**config.mk**
```make
export PLATFORM = sky130hd
export DESIGN_NAME = led_pattern_sched
export DESIGN_NICKNAME = d
export VERILOG_FILES = /design/src/rtl/led_pattern_sched_pkg.sv /design/src/rtl/led_rr_arb2.sv /design/src/rtl/led_pattern_sched.sv
export SDC_FILE = /design/constraint.sdc
export NUM_CORES = 1
export LEC_CHECK = 0
export CAP_MARGIN = 20
export CORE_ASPECT_RATIO = 1.75
export CORE_MARGIN = 5
export CORE_UTILIZATION = 43
export CTS_CLUSTER_DIAMETER = 80
export CTS_CLUSTER_SIZE = 10
export DETAILED_ROUTE_END_ITERATION = 10
export GPL_ROUTABILITY_DRIVEN = 0
export GPL_TIMING_DRIVEN = 0
export HOLD_SLACK_MARGIN = 0.1
export PLACE_DENSITY = 0.74
export SYNTH_ARGS = -nofsm -noshare
export SYNTH_HDL_FRONTEND = slang
export SYNTH_HIERARCHICAL = 1
export SYNTH_SLANG_ARGS = --single-unit
```
**constraint.sdc**
```tcl
create_clock -name CLK -period 3.9 [get_ports CLK]
set_input_delay 0.78 -clock CLK [delete_from_list [all_inputs] [get_ports CLK]]
set_output_delay 0.78 -clock CLK [all_outputs]
set_load 0.03 [all_outputs]
```
**src/rtl/led_pattern_sched_pkg.sv**
```systemverilog
// Shared definitions for the LED pattern scheduler: slot geometry and FSM encoding.
// Pure declarations, no logic.
package led_pattern_sched_pkg;

    localparam int NUM_SLOTS         = 32;
    localparam int SLOT_IDX_BITS     = 5;
    localparam int SLOT_BITS_DEFAULT = 21;

    typedef enum logic {
        ST_IDLE = 1'b0,
        ST_PLAY = 1'b1
    } state_t;

    function automatic logic pattern_bit(input logic [NUM_SLOTS-1:0] pat,
                                         input logic [SLOT_IDX_BITS-1:0] slot);
        return pat[slot];
    endfunction

endpackage

```
**src/rtl/led_rr_arb2.sv**
```systemverilog
// Two-way round-robin grant, purely combinational (zero latency).
// Grants only inside a window; on a tie the requester that did not play last wins.
module led_rr_arb2
    import led_pattern_sched_pkg::*;
(
    input  logic window,
    input  logic valid0,
    input  logic valid1,
    input  logic last_owner,
    output logic ready0,
    output logic ready1,
    output logic winner
);

    always_comb begin
        ready0 = 1'b0;
        ready1 = 1'b0;
        if (window) begin
            if (valid0 && valid1) begin
                ready0 = last_owner;
                ready1 = ~last_owner;
            end else begin
                ready0 = valid0;
                ready1 = valid1;
            end
        end
        winner = ready1;
    end

endmodule

```
**src/rtl/led_pattern_sched.sv**
```systemverilog
// Plays 32-slot LED patterns from two requesters, heartbeat pattern when idle.
// Grant is taken in the same cycle as VALID; a playing frame is never cut short.
module led_pattern_sched
    import led_pattern_sched_pkg::*;
#(
    parameter int SLOT_BITS = SLOT_BITS_DEFAULT
) (
    input  logic                 CLK,
    input  logic                 RESET_N,
    input  logic                 REQ0_VALID,
    input  logic                 REQ1_VALID,
    input  logic [NUM_SLOTS-1:0] REQ0_PATTERN,
    input  logic [NUM_SLOTS-1:0] REQ1_PATTERN,
    output logic                 REQ0_READY,
    output logic                 REQ1_READY,
    input  logic [NUM_SLOTS-1:0] IDLE_PATTERN,
    output logic                 LED,
    output logic                 BUSY,
    output logic                 OWNER,
    output logic                 DONE
);

    localparam int CNT_W = SLOT_BITS + SLOT_IDX_BITS;

    state_t               state_q, state_d;
    logic [CNT_W-1:0]     cnt_q, cnt_d;
    logic [NUM_SLOTS-1:0] pat_q, pat_d;
    logic                 owner_q, owner_d;
    logic                 last_owner_q, last_owner_d;

    logic                     frame_end;
    logic                     window;
    logic                     ready0;
    logic                     ready1;
    logic                     winner;
    logic                     xfer;
    logic [SLOT_IDX_BITS-1:0] slot;

    assign slot      = cnt_q[CNT_W-1:SLOT_BITS];
    assign frame_end = &cnt_q;
    // READY must read low while reset is held, even though the FSM sits in IDLE.
    assign window    = RESET_N && ((state_q == ST_IDLE) || frame_end);

    led_rr_arb2 u_arb (
        .window     (window),
        .valid0     (REQ0_VALID),
        .valid1     (REQ1_VALID),
        .last_owner (last_owner_q),
        .ready0     (ready0),
        .ready1     (ready1),
        .winner     (winner)
    );

    // The arbiter only raises a ready for a valid requester.
    assign xfer = ready0 | ready1;

    always_comb begin
        state_d      = state_q;
        cnt_d        = cnt_q + 1'b1;
        pat_d        = pat_q;
        owner_d      = owner_q;
        last_owner_d = last_owner_q;
        if (xfer) begin
            state_d      = ST_PLAY;
            cnt_d        = '0;
            pat_d        = winner ? REQ1_PATTERN : REQ0_PATTERN;
            owner_d      = winner;
            last_owner_d = winner;
        end else if ((state_q == ST_PLAY) && frame_end) begin
            state_d = ST_IDLE;
        end
    end

    always_ff @(posedge CLK or negedge RESET_N) begin
        if (!RESET_N) begin
            state_q      <= ST_IDLE;
            cnt_q        <= '0;
            pat_q        <= '0;
            owner_q      <= 1'b0;
            last_owner_q <= 1'b1;
        end else begin
            state_q      <= state_d;
            cnt_q        <= cnt_d;
            pat_q        <= pat_d;
            owner_q      <= owner_d;
            last_owner_q <= last_owner_d;
        end
    end

    assign REQ0_READY = ready0;
    assign REQ1_READY = ready1;
    assign BUSY       = (state_q == ST_PLAY);
    assign OWNER      = owner_q;
    assign DONE       = BUSY && frame_end;
    assign LED        = BUSY ? pattern_bit(pat_q, slot) : pattern_bit(IDLE_PATTERN, slot);

endmodule

```
== Word-level counts from Yosys, hierarchy flattened ==
Index checks and enable logic that the tools add are counted.

* RAM bits: 0
* Bits in latches: 0
* Flip-flop bits (word level): 61
* Bits of input ports: 100
* Logic and storage cells: 29
* Bits in read-only memories: 0
* Memories kept: 0

* $lt $le $gt $ge: 1
* Add/sub/neg operators: 1
* Mux-type cells: 13
* Divide/modulo/power cells: 0
* $mul: 0
* Shift operators: 0
* Reduce and logical (&&, ||, !) cells: 6
* Equal/unequal tests: 0
* Bitwise operators: 3

{| class="wikitable"
|+ Operators with widths
! kind !! number
|-
| $mux W32 || 1
|-
| $add A26 B1 Y26 const B || 1
|-
| $mux W26 || 1
|-
| $reduce_and A26 Y1 || 1
|-
| $bmux W1 S5 || 2
|-
| $mux W1 || 9
|-
| $lt A5 B6 Y1 const B || 1
|-
| $logic_and A1 B1 Y1 || 3
|-
| $not A1 Y1 || 2
|-
| $reduce_bool A2 Y1 || 1
|-
| $logic_or A1 B1 Y1 || 1
|-
| $or A1 B1 Y1 || 1
|}

== Depth between registers and ports, before layout ==
Gate-level depths: netlist of the first run.

* Word-level depth: 6
* Depth in mapped cells: 13
* Gate-level depth less buffers: 11

== Cells and area by module ==
The synthesis of the first run kept the hierarchy.

{| class="wikitable"
|+ Modules (own cells, without submodules)
! module !! instances !! seq. area each (um^2) !! cells an instance !! area each (um^2)
|-
| led_pattern_sched || 1 || 1527.7 || 338 || 3430.8
|-
| led_rr_arb2 || 1 || 0.0 || 6 || 28.8
|}

== Least setup slack after synthesis of the first run ==
OpenSTA, ideal clock, no wires.

* Kind: reg2reg
* Start point: register cnt_q[0]
* End point: register pat_q[12]
* Data arrival time: 3580 ps
* Slack: 187 ps
* Period minus slack after synthesis: 3713 ps
* Buffers on the path: 3
* Stages on the path, launching flop included: 14
* Cell sequence: dfrtp_1 ha_1 and4_2 nand3_4 or2_1 o41ai_1 and2_1 nand2_1 a21oi_1 buf_4 clkbuf_1 clkbuf_1 mux2i_1 o21ai_0

* Longest elaborated chain between the ends: 5

{| class="wikitable"
|+ RTL lines
! what !! RTL line !! source
|-
| from (decl) || led_pattern_sched.sv:26 || <nowiki>logic [CNT_W-1:0] cnt_q, cnt_d;</nowiki>
|-
| from (signal assigned) || led_pattern_sched.sv:83 || <nowiki>cnt_q <= cnt_d;</nowiki>
|-
| $reduce_and A26 Y1 (*) || led_pattern_sched.sv:40 || <nowiki>assign frame_end = &cnt_q;</nowiki>
|-
| $logic_or A1 B1 Y1 (*) || led_pattern_sched.sv:42 || <nowiki>assign window = RESET_N && ((state_q == ST_IDLE) || frame_end);</nowiki>
|-
| $logic_and A1 B1 Y1 (*) || led_pattern_sched.sv:42 ||
|-
| via window || led_pattern_sched.sv:32 || <nowiki>logic window;</nowiki>
|-
| $mux W1 (*) || led_rr_arb2.sv:18 || <nowiki>if (window) begin</nowiki>
|-
| via REQ1_READY || led_pattern_sched.sv:15 || <nowiki>output logic REQ1_READY,</nowiki>
|-
| $mux W32 or $or A1 B1 Y1 (tied branches) || led_pattern_sched.sv:66, led_pattern_sched.sv:55 ||
|-
| to (signal assigned) || led_pattern_sched.sv:84 || <nowiki>pat_q <= pat_d;</nowiki>
|-
| to (decl) || led_pattern_sched.sv:27 || <nowiki>logic [NUM_SLOTS-1:0] pat_q, pat_d;</nowiki>
|}

The timed path passes the listed nets; every way through them passes the cells marked *.
A chain may end at the register's enable or synchronous reset.

== Worst setup path after layout of the first run ==
* Start point: input port IDLE_PATTERN[26]
* End point: output port LED

* Longest elaborated chain between the ends: 3

{| class="wikitable"
|+ RTL lines
! what !! RTL line !! source
|-
| from (decl) || led_pattern_sched.sv:16 || <nowiki>input logic [NUM_SLOTS-1:0] IDLE_PATTERN,</nowiki>
|-
| $bmux W1 S5 || led_pattern_sched_pkg.sv:16 || <nowiki>return pat[slot];</nowiki>
|-
| $mux W1 (not written as such) || led_pattern_sched_pkg.sv:16 ||
|-
| $mux W1 || led_pattern_sched.sv:95 || <nowiki>assign LED = BUSY ? pattern_bit(pat_q, slot) : pattern_bit(IDLE_PATTERN, slot);</nowiki>
|-
| to (decl) || led_pattern_sched.sv:17 || <nowiki>output logic LED,</nowiki>
|}

No other way between the ends. The select of a mux whose other input is x is not followed.

==> metrics.yaml, run 1 <==
cts_max_level: 3
cts_tree: "built"
die_h_um: 129
cts_buffers: 9
dpl.hpwl_mm: 7.24
initial_core_util_pct: 43.7
maxSlewHeadroom_pct: 53.0
worst-r2r-cell-count: 12
clock_latency_ns: 0.33
grt-busiest-layer: "met2"
ys.warnings.count: 6
end_kind: "output port"
vdd_ir_drop_max_uv: 317
ys.flop_type: "dfrtp_1"
detail_route.wirelength_mm: 9.33
wire_per_inst_um: 16.8
syn_to_final_growth_pct: 43.8
fin_crit_sh_pct: 96.1
hold_viol_final: 0
worstSetupStartpointType: "input pin"
dieArea_um2: 10000
met2_usage_pct: 35.3
async_reset_ff_share_pct: 100
yosysUniqueCellTypes: 51
cp.arrival_ns: 2.97
cts.path.max_buffers: 2
drv_cap: 0
netlist_area_um2: 3460
synth.area.top_cells: "dfrtp_1, mux2i_1, mux4_2"
synth.net_count: 445
nNetsFinal: 561
ys_seq_area_share_pct: 44.2
syn_inst: 344
ant_nets: 0
slowest_stage: "clkdlybuf4s50_1"
slowest_delay_ns: 0.59
gr-total-overflow: 0
startpoint: "IDLE_PATTERN[26]"
num_io_pins: 106
max_freq_ghz: 0.267
num_rows: 43
root_buffer: "clkbuf_16"
rsz0062_at_grt: "false"
placed_cell_area_um2: 4640
critPathMaxFanout: 1
path_cells: "clkdlybuf4s50_1 > mux4_2 > o22a_1 > a41oi_1 > nand4_1 > and3_1 > clkdlybuf4s50_1"
die_w_um: 77.8
drt_iter0_markers: 190
via_per_inst: 5.40
cpMostUsedCell: "clkdlybuf4s50_1"
io_buffers: 105
grt_use_met3_pct: 4.62
drive_gt1_share_pct: 11.2
synth_top_area_cell: "dfrtp_1"
clkTransAtPathRegs_ns: 0.05
fin_crit_ns: 3.75
r2r-start: "cnt_q[0]"
use_met1_pct: 20.8
setup_viol: 0
crit_type: "input pin to output port"
firstDrtPassIters: 4
grt_pass1_vias: 3226
grt_pass1_wl_mm: 15.2
cp.required_ns: 3.12
status: "complete, no violations"
powerDensity_nw_per_um2: 475
fin_skew_ns: 0.00722
core_area_um2: 7910
synth_edf_count: 0
grt_max_degree: 39
fin_util_pct: 62.9
antennaDiodeCount: 0
p_leak_uw: 0.00200
grt_usage_pct: 19.3
fin_area_um2: 4970
slew_viol_final: 0
ys_ff_latch: 61
max_slew.worst_pin.slew_ns: 0.698
synth.avg_cell_area_um2: 10.1
postCtsHoldBufs: 0
clock-sinks: 61
drc: 0
hold_class: "input pin to async pin"
antenna_found_initial: 0
synth_top_area_share_pct: 43.4
num_vias: 2997
==> cells in the mapped netlist (5+ instances only) <==
| cell | n |
|---|---|
| dfrtp_1 | 60 |
| nand2_1 | 55 |
| mux2i_1 | 41 |
| o21ai_0 | 38 |
| nor2_1 | 23 |
| clkbuf_1 | 14 |
| xnor2_1 | 11 |
| mux4_2 | 10 |
| xor2_1 | 9 |
| nand3_1 | 8 |
| a21oi_1 | 6 |
| nand4_1 | 5 |
| nor3_1 | 5 |
==> per-stage QoR <==
step,std cells,setup WS [ns],setup TNS [ns],total power [uW],hold WS (ns)
floorplan,344,0.187,0,1230,0.445
global placement,539,-1.70,-83.58,1440,0.459
detailed placement,540,-0.123,-1.60,1470,0.466
CTS,556,0.0784,0,2380,0.460
global route,555,0.0431,0,2500,0.493
finish,555,0.152,0,2360,0.444
==> cell families (layout without fill, tap and decap cells) <==
family | after synthesis | after routing | share of synthesized area [%]
AND/OR/NAND/NOR | 123 | 123 | 17.6
flip-flops | 61 | 61 | 44.2
AO/OA/AOI/OAI | 57 | 57 | 9.51
multiplexers | 55 | 55 | 19.7
buffers and inverters | 27 | 148 | 3.62
XOR/XNOR | 20 | 20 | 5.06
adder cells (fa/ha/maj) | 1 | 1 | 0.362
==> what timing repair did <==
action	CTS	global route
gates resized for setup	5	6
gates cloned	0	0
endpoints found under the setup margin	21	18
setup buffers	0	0
hold endpoints to repair	0	0
==> final cells by class <==
| cell class | instances | area, um^2 |
|---|---|---|
| multi-input cells | 256 | 1820 |
| flip-flops and latches | 61 | 1530 |
| repair buffers | 106 | 1060 |
| clock buffers | 11 | 233 |
| fillers | 664 | 2940 |
| inverters | 4 | 15.0 |
| plain buffers | 22 | 111 |
| well taps | 90 | 113 |
| clock inverters | 5 | 100 |
==> final timing paths <==
path / endpoint / slack [ns]
hold / removal: cnt_q[3] / 0.44
setup reg to reg: cnt_q[15] / 0.48
min in group CLK: pat_q[5] / 0.48
max in group asynchronous: last_owner_q / 2.80
hold reg to reg: pat_q[5] / 0.48
setup / recovery: LED / 0.15
==> metal layers <==
metal  vias to the layer above  wire length [um]
met5                         -                 0
met4                         0               216
met3                        14               456
met2                        95              5260
met1                      1434              3400
li1                       1454                 -
==> where the power goes <==
part | internal [uW] | switching (uW)
clock network | 621 | 277
logic | 281 | 237
registers | 825 | 122
total | 1730 | 636
==> worst max-delay path: cells and delay by family <==
| family | cells | cell delay [ns] |
|---|---|---|
| AND/OR/NAND/NOR | 2 | 0.30 |
| AO/OA/AOI/OAI | 2 | 0.43 |
| multiplexers | 1 | 0.47 |
| buffers and inverters | 2 | 1.00 |
==> cell usage in the layout, fill, tap and decap left out, drive strengths merged, types with 2 or more instances in the layout <==
| master | synthesis | final |
|---|---|---|
| mux2i | 41 | 41 |
| nor2 | 23 | 23 |
| or2 | 2 | 2 |
| xor2 | 9 | 9 |
| nor4 | 4 | 4 |
| clkinv | 0 | 2 |
| bufinv | 0 | 3 |
| nand3 | 10 | 10 |
| nor3 | 6 | 6 |
| buf | 8 | 9 |
| xnor2 | 11 | 11 |
| clkbuf | 15 | 28 |
| nand4 | 5 | 5 |
| o22a | 2 | 2 |
| and4 | 3 | 3 |
| and2 | 3 | 3 |
| clkdlybuf4s50 | 0 | 102 |
| mux2 | 4 | 4 |
| mux4 | 10 | 10 |
| o21ai | 38 | 38 |
| nand2 | 55 | 55 |
| or3 | 4 | 4 |
| inv | 4 | 4 |
| and3 | 3 | 3 |
| dfrtp | 60 | 60 |
| a21oi | 6 | 6 |
==> state kept, by name, summed over array words and instances (netlist names) <==
register and cells:
cnt_q 26, BUSY 1, OWNER 1, pat_q 32, last_owner_q 1
Power figures use the tool's default switching activity.
==> run 2, diff against run 1 <==
--- a/config.mk
+++ b/config.mk
@@ -13,9 +13,8 @@
 export CTS_CLUSTER_SIZE = 10
 export DETAILED_ROUTE_END_ITERATION = 10
 export GPL_ROUTABILITY_DRIVEN = 0
-export GPL_TIMING_DRIVEN = 0
 export HOLD_SLACK_MARGIN = 0.1
-export PLACE_DENSITY = 0.74
+export PLACE_DENSITY_LB_ADDON = 0.08
 export SYNTH_ARGS = -nofsm -noshare
 export SYNTH_HDL_FRONTEND = slang
 export SYNTH_HIERARCHICAL = 1
==> run 2 against run 1 <==
Effect of this change: global-route usage decreased by 1.4 points; critical path depth unchanged; non-clock buffer count decreased by 13; power decreased by 3.4%; first-iteration DRC count decreased by 53%; worst hold slack improved by 0.028 ns; routed wire length decreased by 6.9%; largest cell class unchanged.
==> metrics.yaml, run 2 (synthesis gave the netlist of run 1 again) <==
holdWs_ns: 0.472  # was 0.444 ns
p_clk_share_pct: 36.5  # was 38.0%
crit_type: "input pin to output port"  # unchanged
p_int_uw: 1670  # was 1730 uW
hold_viol_final: 0  # unchanged
syn_to_final_growth_pct: 42.8  # was 43.8%
vdd_ir_drop_max_uv: 320  # was 317 uV
die_h_um: 129  # unchanged
grt_pass1_wl_mm: 14.1  # was 15.2 mm
max_slew.worst_pin.slew_ns: 0.791  # was 0.698 ns
status: "complete, no violations"  # unchanged
grt_max_degree: 62  # was 39
dieArea_um2: 10000  # unchanged
cts.path.max_buffers: 2  # unchanged
power_frac_seq_pct: 41.3  # was 40.1%
num_io_pins: 106  # unchanged
firstDrtPassIters: 4  # unchanged
detail_route.wirelength_mm: 8.69  # was 9.33 mm
r2r-start: "cnt_q[0]"  # unchanged
cts_tree: "built"  # unchanged
top_register: "pat_q"  # unchanged
fin_crit_ns: 3.76  # was 3.75 ns
use_met1_pct: 19.7  # was 20.8%
holdCritStartpoint: "pat_q[7]"
antenna_found_initial: 0  # unchanged
clock-sinks: 61  # unchanged
num_rows: 43  # unchanged
die_w_um: 77.8  # unchanged
final_common_cell: "clkdlybuf4s50_1"  # unchanged
p_comb_share_pct: 22.2  # was 21.9%
io_buffers: 105  # unchanged
nNetsFinal: 548  # was 561
hold_class: "flip-flop to flip-flop"  # was input pin to async pin
slew_viol_final: 0  # unchanged
post-cts-setup-buffers: 0  # unchanged
total_power_uw: 2280  # was 2360 uW
drv_cap: 0  # unchanged
core_area_um2: 7910  # unchanged
startpoint: "IDLE_PATTERN[27]"  # was IDLE_PATTERN[26]
p_sw_share_pct: 27.0  # was 26.9%
gr-total-overflow: 0  # unchanged
maxSlewHeadroom_pct: 47.2  # was 53.0%
postCtsHoldBufs: 0  # unchanged
drt_iter0_markers: 90  # was 190
num_vias: 2884  # was 2997
fin_util_pct: 62.5  # was 62.9%
finalSetupTns_ns: 0  # unchanged
clkTransAtPathRegs_ns: 0.05  # about the same
layout_common_cells: "clkdlybuf4s50_1, dfrtp_1, nand2_1, mux2i_1, o21ai_0"  # unchanged
end_kind: "output port"  # unchanged
grt_usage_pct: 18.0  # was 19.3%
via_per_inst: 5.32  # was 5.40
antennaDiodeCount: 0  # unchanged
met2_usage_pct: 31.3  # was 35.3%
drive_gt1_share_pct: 11.5  # was 11.2%
fin_skew_ns: 0.00486  # was 0.00722 ns
critPathMaxFanout: 1  # unchanged
rsz0062_at_grt: "false"  # unchanged
switching_power_uw: 617  # was 636 uW
grt_pass1_vias: 3011  # was 3226
setup_viol: 0  # unchanged
p_leak_uw: 0.00197  # was 0.00200 uW
cp.arrival_ns: 2.98  # was 2.97 ns
nFillCells: 697  # was 664
largest_reg_flops: 32  # unchanged
top_regs: "pat_q x32, cnt_q x26"  # unchanged
dpl.hpwl_mm: 6.65  # was 7.24 mm
wire_per_inst_um: 16.0  # was 16.8 um
initial_core_util_pct: 43.7  # unchanged
worstSetupStartpointType: "input pin"  # unchanged
root_buffer: "clkbuf_16"  # unchanged
powerDensity_nw_per_um2: 462  # was 475 nW/um^2
cts_buffers: 9  # unchanged
cts_max_level: 3  # unchanged
drc: 0  # unchanged
grt_use_met3_pct: 5.39  # was 4.62%
clock_latency_ns: 0.33  # about the same
cp.required_ns: 3.12  # about the same
grt-busiest-layer: "met2"  # unchanged
fin_crit_sh_pct: 96.5  # was 96.1%
ant_nets: 0  # unchanged
max_freq_ghz: 0.266  # was 0.267 GHz
-- run 2: critical path, cell delays in order --
cell and delay [ns]:
clkdlybuf4s50_1 0.39, mux4_2 0.47, o22a_1 0.23, a41oi_1 0.21
nand4_1 0.11, and3_1 0.16, clkdlybuf4s50_1 0.61
-- run 2: layout make-up --
type | instances | area [um^2] | area share, %
well taps | 90 | 113 | 2.28
flip-flops and latches | 61 | 1530 | 31.0
multi-input cells | 256 | 1830 | 37.1
repair buffers | 115 | 1140 | 23.1
inverters | 4 | 15.0 | 0.304
clock inverters | 4 | 72.6 | 1.47
clock buffers | 12 | 236 | 4.79
-- run 2: through the flow --
stage | worst slack, ns | cells | cell area, um^2
after floorplan | 0.187 | 344 | 3460
after global placement | 0.155 | 525 | 4600
after detailed placement | 0.136 | 525 | 4600
after CTS | 0.136 | 541 | 4920
after global routing | 0.0478 | 542 | 4940
final | 0.138 | 542 | 4940
-- run 2: repair_timing --
action                     4_1_cts  5_1_grt
pin swaps                        0        0
setup endpoints to repair        1        1
resized for setup                1        1
-- run 2: worst paths after layout --
path	endpoint	slack (ns)	cells after the start
max	LED	0.14	7
min	pat_q[7]	0.47	2
max reg2reg	OWNER	0.76	11
min reg2reg	pat_q[7]	0.47	2
max in group asynchronous	cnt_q[21]	2.71	2
min in group asynchronous	cnt_q[4]	0.63	2
-- run 2: power by group through the flow --
stage               combinational [uW]  sequential, uW  clock, uW
global placement                   498             943          0
floorplan                          308             925          0
detailed placement                 513             953          0
CTS                                513             945        851
global route                       574             969        876
finish                             507             942        834
-- run 2: layer usage --
metal	vias up	part of all wire (%)
met3	15	5.1
li1	1435	-
met4	0	2.8
met1	1356	38
met2	78	54
met5	-	0
==> run 3, diff against run 2 <==
--- a/config.mk
+++ b/config.mk
@@ -9,6 +9,7 @@
 export CORE_ASPECT_RATIO = 1.75
 export CORE_MARGIN = 5
 export CORE_UTILIZATION = 43
+export CTS_BUF_LIST = sky130_fd_sc_hd__clkbuf_16
 export CTS_CLUSTER_DIAMETER = 80
 export CTS_CLUSTER_SIZE = 10
 export DETAILED_ROUTE_END_ITERATION = 10
==> run 3 against run 2 <==
Effect of this change: sequential share of layout area is the same; setup slack gained 0.00086 ns; clock power shrank 0.8%; core utilization stayed put; critical path type unchanged; critical endpoint unchanged; largest cell class unchanged.
==> metrics.yaml, run 3 (synthesis gave the netlist of run 1 again) <==
rsz0062_at_grt: "false"  # unchanged
die_h_um: 129  # unchanged
post-cts-setup-buffers: 0  # unchanged
grt_usage_pct: 18.0  # unchanged
cts_max_level: 3  # unchanged
multiInputGateArea_um2: 1830  # unchanged
switching_power_uw: 618  # was 617 uW
p_sw_share_pct: 27.2  # was 27.0%
detail_route.wirelength_mm: 8.70  # was 8.69 mm
top_regs: "pat_q x32, cnt_q x26"  # unchanged
crit_type: "input pin to output port"  # unchanged
clkTransAtPathRegs_ns: 0.05  # about the same
grt_pass1_wl_mm: 14.1  # unchanged
clock_latency_ns: 0.33  # about the same
clock-sinks: 61  # unchanged
antenna_found_initial: 0  # unchanged
holdPathStages: 2  # unchanged
nNetsFinal: 548  # unchanged
ant_nets: 0  # unchanged
num_rows: 43  # unchanged
drc: 0  # unchanged
status: "complete, no violations"  # unchanged
fin_crit_sh_pct: 96.5  # about the same
grt_pass1_vias: 3014  # was 3011
finalSetupTns_ns: 0  # unchanged
p_int_uw: 1660  # was 1670 uW
cts.path.max_buffers: 2  # unchanged
maxSlewHeadroom_pct: 47.3  # was 47.2%
dpl.hpwl_mm: 6.65  # unchanged
holdCritStartpoint: "pat_q[7]"  # unchanged
power_frac_seq_pct: 41.4  # was 41.3%
cts_buffers: 9  # unchanged
max_slew.worst_pin.slew_ns: 0.791  # about the same
syn_to_final_growth_pct: 42.8  # unchanged
vdd_ir_drop_max_uv: 320  # about the same
p_leak_uw: 0.00198  # was 0.00197 uW
wire_per_inst_um: 16.0  # about the same
powerDensity_nw_per_um2: 461  # was 462 nW/um^2
startpoint: "IDLE_PATTERN[27]"  # unchanged
cts_tree: "built"  # unchanged
register_area_um2: 1530  # unchanged
fin_skew_ns: 0.00519  # was 0.00486 ns
root_buffer: "clkbuf_16"  # unchanged
slew_viol_final: 0  # unchanged
dp_cells: 525  # unchanged
hold_viol_final: 0  # unchanged
cp.required_ns: 3.12  # about the same
die_w_um: 77.8  # unchanged
p_clk_share_pct: 36.3  # was 36.5%
r2r-start: "cnt_q[0]"  # unchanged
largest_reg_flops: 32  # unchanged
setup_viol: 0  # unchanged
drt_iter0_markers: 110  # was 90
whs_endpoint: "pat_q[7]"  # unchanged
cp.arrival_ns: 2.98  # about the same
io_buffers: 105  # unchanged
drive_gt1_share_pct: 11.5  # unchanged
r2r_end: "OWNER"  # unchanged
num_vias: 2885  # was 2884
drv_cap: 0  # unchanged
end_kind: "output port"  # unchanged
fin_crit_ns: 3.76  # about the same
worstSetupStartpointType: "input pin"  # unchanged
hold_class: "flip-flop to flip-flop"  # unchanged
num_io_pins: 106  # unchanged
antennaDiodeCount: 0  # unchanged
initial_core_util_pct: 43.7  # unchanged
core_area_um2: 7910  # unchanged
dieArea_um2: 10000  # unchanged
nFillCells: 697  # unchanged
final_common_cell: "clkdlybuf4s50_1"  # unchanged
gr-total-overflow: 0  # unchanged
fin_cells: 542  # unchanged
total_power_uw: 2280  # about the same
via_per_inst: 5.32  # about the same
p_comb_share_pct: 22.3  # was 22.2%
critPathMaxFanout: 1  # unchanged
grt_max_degree: 62  # unchanged
layout_common_cells: "clkdlybuf4s50_1, dfrtp_1, nand2_1, mux2i_1, o21ai_0"  # unchanged
max_freq_ghz: 0.266  # about the same
firstDrtPassIters: 4  # unchanged
fin_util_pct: 62.5  # unchanged
top_register: "pat_q"  # unchanged
r2r_slack_ns: 0.76  # about the same
worst-r2r-cell-count: 11  # unchanged
## run 3: changes by cell type in the layout (fill, tap and decap cells not counted)
cell / before / now
clkbuf_1: 3 / 0
inv_1: 4 / 7
## run 3: per-stage QoR
stage	worst slack, ns	hold WS (ns)	area, um^2
after floorplan	0.187	0.445	3460
after global placement	0.155	0.457	4600
after detailed placement	0.136	0.468	4600
after CTS	0.136	0.479	4920
after global routing	0.0478	0.487	4940
final	0.138	0.472	4940
## run 3: per-layer routing
metal	up-vias	track usage, %	wire length, um
met5	-	0	0
met4	0	8.50	242
met1	1357	19.7	3310
met2	80	31.3	4680
met3	15	5.39	464
li1	1433	-	-
## run 3: cell type report
class,count,area share (%)
clock buffer,9,4.56
timing repair buffer,115,23.1
clock inverter,7,1.70
tap,90,2.28
sequential,61,31.0
inverter,4,0.304
multi-input combinational,256,37.1
## run 3: critical path, cell delays in order
cell and delay, ns:
clkdlybuf4s50_1 0.39, mux4_2 0.47, o22a_1 0.23, a41oi_1 0.21, nand4_1 0.11, and3_1 0.16, clkdlybuf4s50_1 0.62
## run 3: power by group through the flow
stage	Clock [uW]	Combinational, uW	Sequential, uW
6_report	827	507	942
5_1_grt	868	574	969
4_1_cts	843	513	945
3_5_place_dp	0	513	953
3_3_place_gp	0	498	943
2_1_floorplan	0	308	925
## run 3: what timing repair did
action / in CTS / in global routing
resized for setup: 1 / 1
hold buffers: 0 / 0
setup endpoints to repair: 1 / 1
## run 3: how the worst max path moves through the flow
stage | to | slack, ns | cells past startpoint
2_1_floorplan | pat_q[12] | 0.19 | 13
3_3_place_gp | LED | 0.16 | 7
3_5_place_dp | LED | 0.14 | 7
4_1_cts | LED | 0.14 | 7
5_1_grt | REQ0_READY | 0.05 | 9
6_report | LED | 0.14 | 7
==> patch 1, RTL diff (settings of run 2) <==
Register the output `LED`, with the module's reset; this adds one clock of latency there. The other outputs are not delayed to match.
--- a/src/rtl/led_pattern_sched.sv
+++ b/src/rtl/led_pattern_sched.sv
@@ -92,7 +92,13 @@
     assign BUSY       = (state_q == ST_PLAY);
     assign OWNER      = owner_q;
     assign DONE       = BUSY && frame_end;
-    assign LED        = BUSY ? pattern_bit(pat_q, slot) : pattern_bit(IDLE_PATTERN, slot);
+    always_ff @(posedge CLK or negedge RESET_N) begin
+        if (!RESET_N) begin
+            LED <= '0;
+        end else begin
+            LED <= BUSY ? pattern_bit(pat_q, slot) : pattern_bit(IDLE_PATTERN, slot);
+        end
+    end
 
 endmodule
 
Check against the original RTL: not equivalent (Yosys sat finds a counterexample within 4 cycles, from zero or initial values and one cycle with RESET_N low).
==> patch 1 against run 2 <==
Worst setup slack better by 0.27 ns. Cell area is 1.4% lower. Sequential cell count is 1 higher. Total power is 9.2% higher. Synthesized area is 0.98% higher. Non-clock buffer count is 4 lower. Wire length is 0.53% higher.
==> patch 1: results (changes against run 2) <==
Setup path
  – Worst r2r path cells: 10 (was 11)
  – Max stage delay on crit path: 0.57 ns (was 0.61 ns)
  – Crit path max fanout: 10 (was 1)
  – Worst R2R Start: cnt_q[5]$_DFF_PN0_ (was cnt_q[0]$_DFF_PN0_)
  – RR Endpoint: pat_q[25]$_DFFE_PN0N_ (was OWNER$_DFFE_PN0N_)
  – Slowest cell on the critical path: or3_1 (was clkdlybuf4s50_1)
  – WP data arrival: 2.72 ns (was 2.98 ns)
  – Cell family with most CP delay: simple AND/OR/NAND/NOR gates (was buffers and inverters)

Synthesis
  – Distinct cell type count after synthesis: 39 (was 51)
  – Asr flop ratio synth: 100% (unchanged)
  – Top post-synthesis cells by area: dfrtp_1 (44%), mux4_2 (10%), mux2i_1 (9.2%) (was dfrtp_1 (43%), mux2i_1 (12%), mux4_2 (6.5%))
  – Yosys warnings: 6 (unchanged)
  – Syn nets: 437 (was 445)
  – Sequential share of the synthesized area: 44.4% (was 44.2%)
  – Cells after Synth: 336 (was 344)
  – Top cells by count, synth: dfrtp_1 (61), nand2_1 (52), o21ai_0 (36) (was dfrtp_1 (60), nand2_1 (55), mux2i_1 (41))

Global routing
  – GRT Total Usage: 18.1% (was 18.0%)
  – Vias in the first global route: 2939 (was 3011)
  – Largest net degree at the start of global routing: 63 (was 62)
  – First-pass GRT wire length: 14100 um (about the same)

Detailed routing
  – Vias: 2826 (was 2884)
  – Wirelength, routed: 8730 um (was 8690 um)
  – DR WL/cell: 16.5 um (was 16.0 um)
  – Initial drt markers: 98 (was 90)

Worst hold path
  – Hold path startpoint: pat_q[0]$_DFFE_PN0N_ (was pat_q[7]$_DFFE_PN0N_)
  – WHS Endpoint: pat_q[0]$_DFFE_PN0N_ (was pat_q[7]$_DFFE_PN0N_)

Placed design
  – Port bufs: 105 (unchanged)
  – Post-DP HPWL: 6560 um (was 6650 um)
  – Placed cell count: 513 (was 525)

Timing
  – Max_slew headroom: 47.6% (was 47.2%)
  – Final Skew: 0.00483 ns (was 0.00486 ns)

Power
  – Switching part of the total: 30.3% (was 27.0%)
  – Worst IR drop on VDD: 0.294 mV (was 0.320 mV)
  – Leak Pwr: 1.92 nW (was 1.97 nW)

Clocking
  – Clock transition at path regs: 0.05 ns (about the same)
  – Post-cts gate resize count: 0 (was 1)
  – CTS Root Cell: clkbuf_16 (unchanged)

Finish
  – # nets final: 535 (was 548)
  – Ant diodes: 0 (unchanged)
  – Layout cells sized above 1: 12.1% (was 11.5%)

Run status
  – Status: completed (unchanged)
patch 1: cell families (layout without fill, tap and decap cells):
| group | after synthesis | after routing | share of synthesized area (%) |
|---|---|---|---|
| AO/OA/AOI/OAI | 55 | 55 | 8.70 |
| AND/OR/NAND/NOR | 121 | 121 | 18.3 |
| multiplexers | 48 | 48 | 19.5 |
| XOR/XNOR | 19 | 19 | 4.76 |
| flip-flops | 62 | 62 | 44.4 |
| adder cells (fa/ha/maj) | 1 | 1 | 0.358 |
| buffers and inverters | 30 | 133 | 3.90 |
patch 1: stage by stage:
| step | hold slack (ns) | instance area, um^2 | setup slack (ns) |
|---|---|---|---|
| CTS | 0.480 | 4870 | 0.389 |
| detailed placement | 0.467 | 4600 | 0.739 |
| global route | 0.496 | 4870 | 0.230 |
| global placement | 0.456 | 4600 | 0.819 |
| finish | 0.476 | 4870 | 0.404 |
| floorplan | 0.445 | 3490 | 0.604 |
patch 1: power by group through the flow:
stage | Sequential, mW | Clock [mW] | Combinational (mW)
final | 1.07 | 0.726 | 0.693
after global routing | 1.11 | 0.771 | 0.779
after CTS | 1.07 | 0.742 | 0.709
after detailed placement | 1.08 | 0 | 0.707
after global placement | 1.07 | 0 | 0.693
after floorplan | 1.04 | 0 | 0.474
patch 1: worst max-delay path by stage:
stage                       startpoint                     to  slack [ns]
floorplan           cnt_q[7]$_DFF_PN0_   pat_q[2]$_DFFE_PN0N_        0.60
CTS                 cnt_q[7]$_DFF_PN0_             REQ0_READY        0.39
global placement    cnt_q[7]$_DFF_PN0_  pat_q[25]$_DFFE_PN0N_        0.82
finish              cnt_q[5]$_DFF_PN0_             REQ0_READY        0.40
detailed placement  cnt_q[7]$_DFF_PN0_  pat_q[25]$_DFFE_PN0N_        0.74
global route        cnt_q[7]$_DFF_PN0_             REQ0_READY        0.23
patch 1: metal layers:
metal	GRT usage, %	routed length, um
met3	5.84	523
met2	31.7	4780
met4	7.36	207
met1	20.1	3220
met5	0	0
patch 1: layout make-up:
cell class	count	area [um^2]
fillers	718	3040
flip-flops and latches	62	1550
clock buffers	15	268
inverters	6	22.5
repair buffers	111	1090
clock inverters	1	5.00
multi-input cells	244	1820
well taps	90	113
patch 1: tightest hold or removal path, stage by stage (launching register included):
cell and delay, ns:
dfrtp_1 0.34, nand2_1 0.04, o21ai_0 0.06
==> patch 2, RTL diff (settings of run 2) <==
Made on the original files. Change the package constant `SLOT_IDX_BITS` from 5 to 6.
--- a/src/rtl/led_pattern_sched_pkg.sv
+++ b/src/rtl/led_pattern_sched_pkg.sv
@@ -3,7 +3,7 @@
 package led_pattern_sched_pkg;
 
     localparam int NUM_SLOTS         = 32;
-    localparam int SLOT_IDX_BITS     = 5;
+    localparam int SLOT_IDX_BITS     = 6;
     localparam int SLOT_BITS_DEFAULT = 21;
 
     typedef enum logic {
Function: no difference found for any inputs over 10 cycles, from zero or initial values and one cycle with RESET_N low; that may be too few to reach the edited logic, so the function may still have changed.
==> patch 2 against run 2 <==
Cell area increased by 0.46%. Worst setup slack improved by 0.055 ns. Total power increased by 14%. Sequential cell count increased by 1. Count of clock-buffer cells in the layout decreased by 3. Synthesized cell count decreased by 4.1%. Register-to-register slack improved by 0.17 ns. Synthesized area increased by 1.8%. Die area increased by 1.7%. Wire length decreased by 2.5%. Critical path type unchanged. Largest power group unchanged.
==> patch 2: results (changes against run 2) <==
Run status
  – Status: completed (unchanged)

Synthesis
  – Top cells by count, synth: dfrtp_1 (61), nand2_1 (50), o21ai_0 (38) (was dfrtp_1 (60), nand2_1 (55), mux2i_1 (41))
  – Synth top area share: 43.3% (was 43.4%)
  – Distinct cell type count after synthesis: 40 (was 51)
  – Top post-synthesis cells by area: dfrtp_1 (43%), mux2i_1 (11%), mux4_1 (8.2%) (was dfrtp_1 (43%), mux2i_1 (12%), mux4_2 (6.5%))
  – Sequential share of the synthesized area: 44.1% (was 44.2%)

Power
  – Leak Pwr: 2.08 nW (was 1.97 nW)
  – Worst IR drop on VDD: 0.307 mV (was 0.320 mV)

Setup path
  – Reg2Reg Setup Slack: 0.93 ns (was 0.76 ns)
  – Crit path max fanout: 2 (was 1)
  – Critical Path Source: IDLE_PATTERN[7] (was IDLE_PATTERN[27])
  – RR Endpoint: pat_q[2]$_DFFE_PN0N_ (was OWNER$_DFFE_PN0N_)
  – WP data arrival: 2.93 ns (was 2.98 ns)
  – Worst R2R Start: cnt_q[17]$_DFF_PN0_ (was cnt_q[0]$_DFF_PN0_)
  – Worst r2r path cells: 10 (was 11)

Placed design
  – Dpl ws: 0.178 ns (was 0.136 ns)
  – Post-DP HPWL: 6320 um (was 6650 um)

Global routing
  – Largest net degree at the start of global routing: 68 (was 62)
  – First-pass GRT wire length: 13900 um (was 14100 um)
  – GRT Total Usage: 17.7% (was 18.0%)
  – GR Layer Usage met1: 19.3% (was 19.7%)
  – Grt met2 use: 33.1% (was 31.3%)

Timing
  – Min Hold Slack: 0.452 ns (was 0.472 ns)
  – Final Skew: 0.00783 ns (was 0.00486 ns)
  – Slew at the pin closest to its max-slew limit: 0.778 ns (was 0.791 ns)

Detailed routing
  – Vias: 2797 (was 2884)
  – Wirelength, routed: 8470 um (was 8690 um)

Worst hold path
  – Hold path depth: 1 (was 2)
  – WHS Endpoint: cnt_q[0]$_DFF_PN0_ (was pat_q[7]$_DFFE_PN0N_)

Finish
  – # nets final: 534 (was 548)
  – Biggest regs: pat_q: 32 flops, cnt_q: 27 flops (was pat_q: 32 flops, cnt_q: 26 flops)
  – Layout cells sized above 1: 9.82% (was 11.5%)
[patch 2: cell count changes in the layout (fill, tap and decap cells not counted), moves of 3 or more]
cell and change:
nor4_1 -3, nand2_1 -5, clkbuf_1 -3, nor3_1 +3, mux4_2 -4, mux2i_1 -4, clkinv_2 +3, mux2_2 -4
mux4_1 +11
[patch 2: kinds of logic (layout without fill, tap and decap cells)]
group                      count (synthesis)  after routing  synth area share, %
and+or+nand+nor                          113            113                 15.6
DFF                                       62             62                 44.1
muxes                                     54             54                 22.5
AOI/OAI and AO/OA                         52             52                 7.95
buffers and inverters                     28            136                 4.51
xor gates and xnor gates                  20             20                 4.97
adders and majority gates                  1              1                0.355
[patch 2: worst max-delay path by stage]
stage	to	slack, ns	cells past startpoint
after global routing	LED	0.06	7
after CTS	REQ0_READY	0.10	8
final	LED	0.19	7
after global placement	LED	0.23	7
after floorplan	pat_q[2]$_DFFE_PN0N_	0.70	12
after detailed placement	LED	0.18	7
[patch 2: timing repair]
| action | in CTS | in global routing |
|---|---|---|
| endpoints found under the hold margin | 0 | 0 |
| endpoints found under the setup margin | 0 | 1 |
| resized for setup | 0 | 1 |
[patch 2: report_power, final]
part,switching [mW],internal [mW]
registers,0.165,0.889
clock network,0.280,0.555
logic,0.322,0.402
[patch 2: layout make-up]
| type | count | area (um^2) |
|---|---|---|
| Tap cell | 90 | 113 |
| Sequential cell | 62 | 1550 |
| Fill cell | 662 | 3000 |
| Inverter | 5 | 18.8 |
| Timing Repair Buffer | 115 | 1130 |
| Clock buffer | 9 | 225 |
| Clock inverter | 7 | 88.8 |
| Multi-Input combinational cell | 240 | 1830 |
[patch 2: stage by stage]
stage               cell area [um^2]  cells
global route                    4960    528
floorplan                       3520    330
CTS                             4940    527
finish                          4960    528
global placement                4630    511
detailed placement              4630    511
[patch 2: layer usage]
metal	wire length (um)	share of wire, %	vias to the layer above
li1	-	-	1386
met3	377	4.5	13
met5	0	0	-
met2	4640	55	70
met4	162	1.9	0
met1	3290	39	1328
[patch 2: worst max-delay path: cells and delay by family]
family / cells / cell delay (ns)
AND/OR/NAND/NOR: 1 / 0.08
buffers and inverters: 2 / 1.01
AO/OA/AOI/OAI: 3 / 0.56
multiplexers: 1 / 0.49
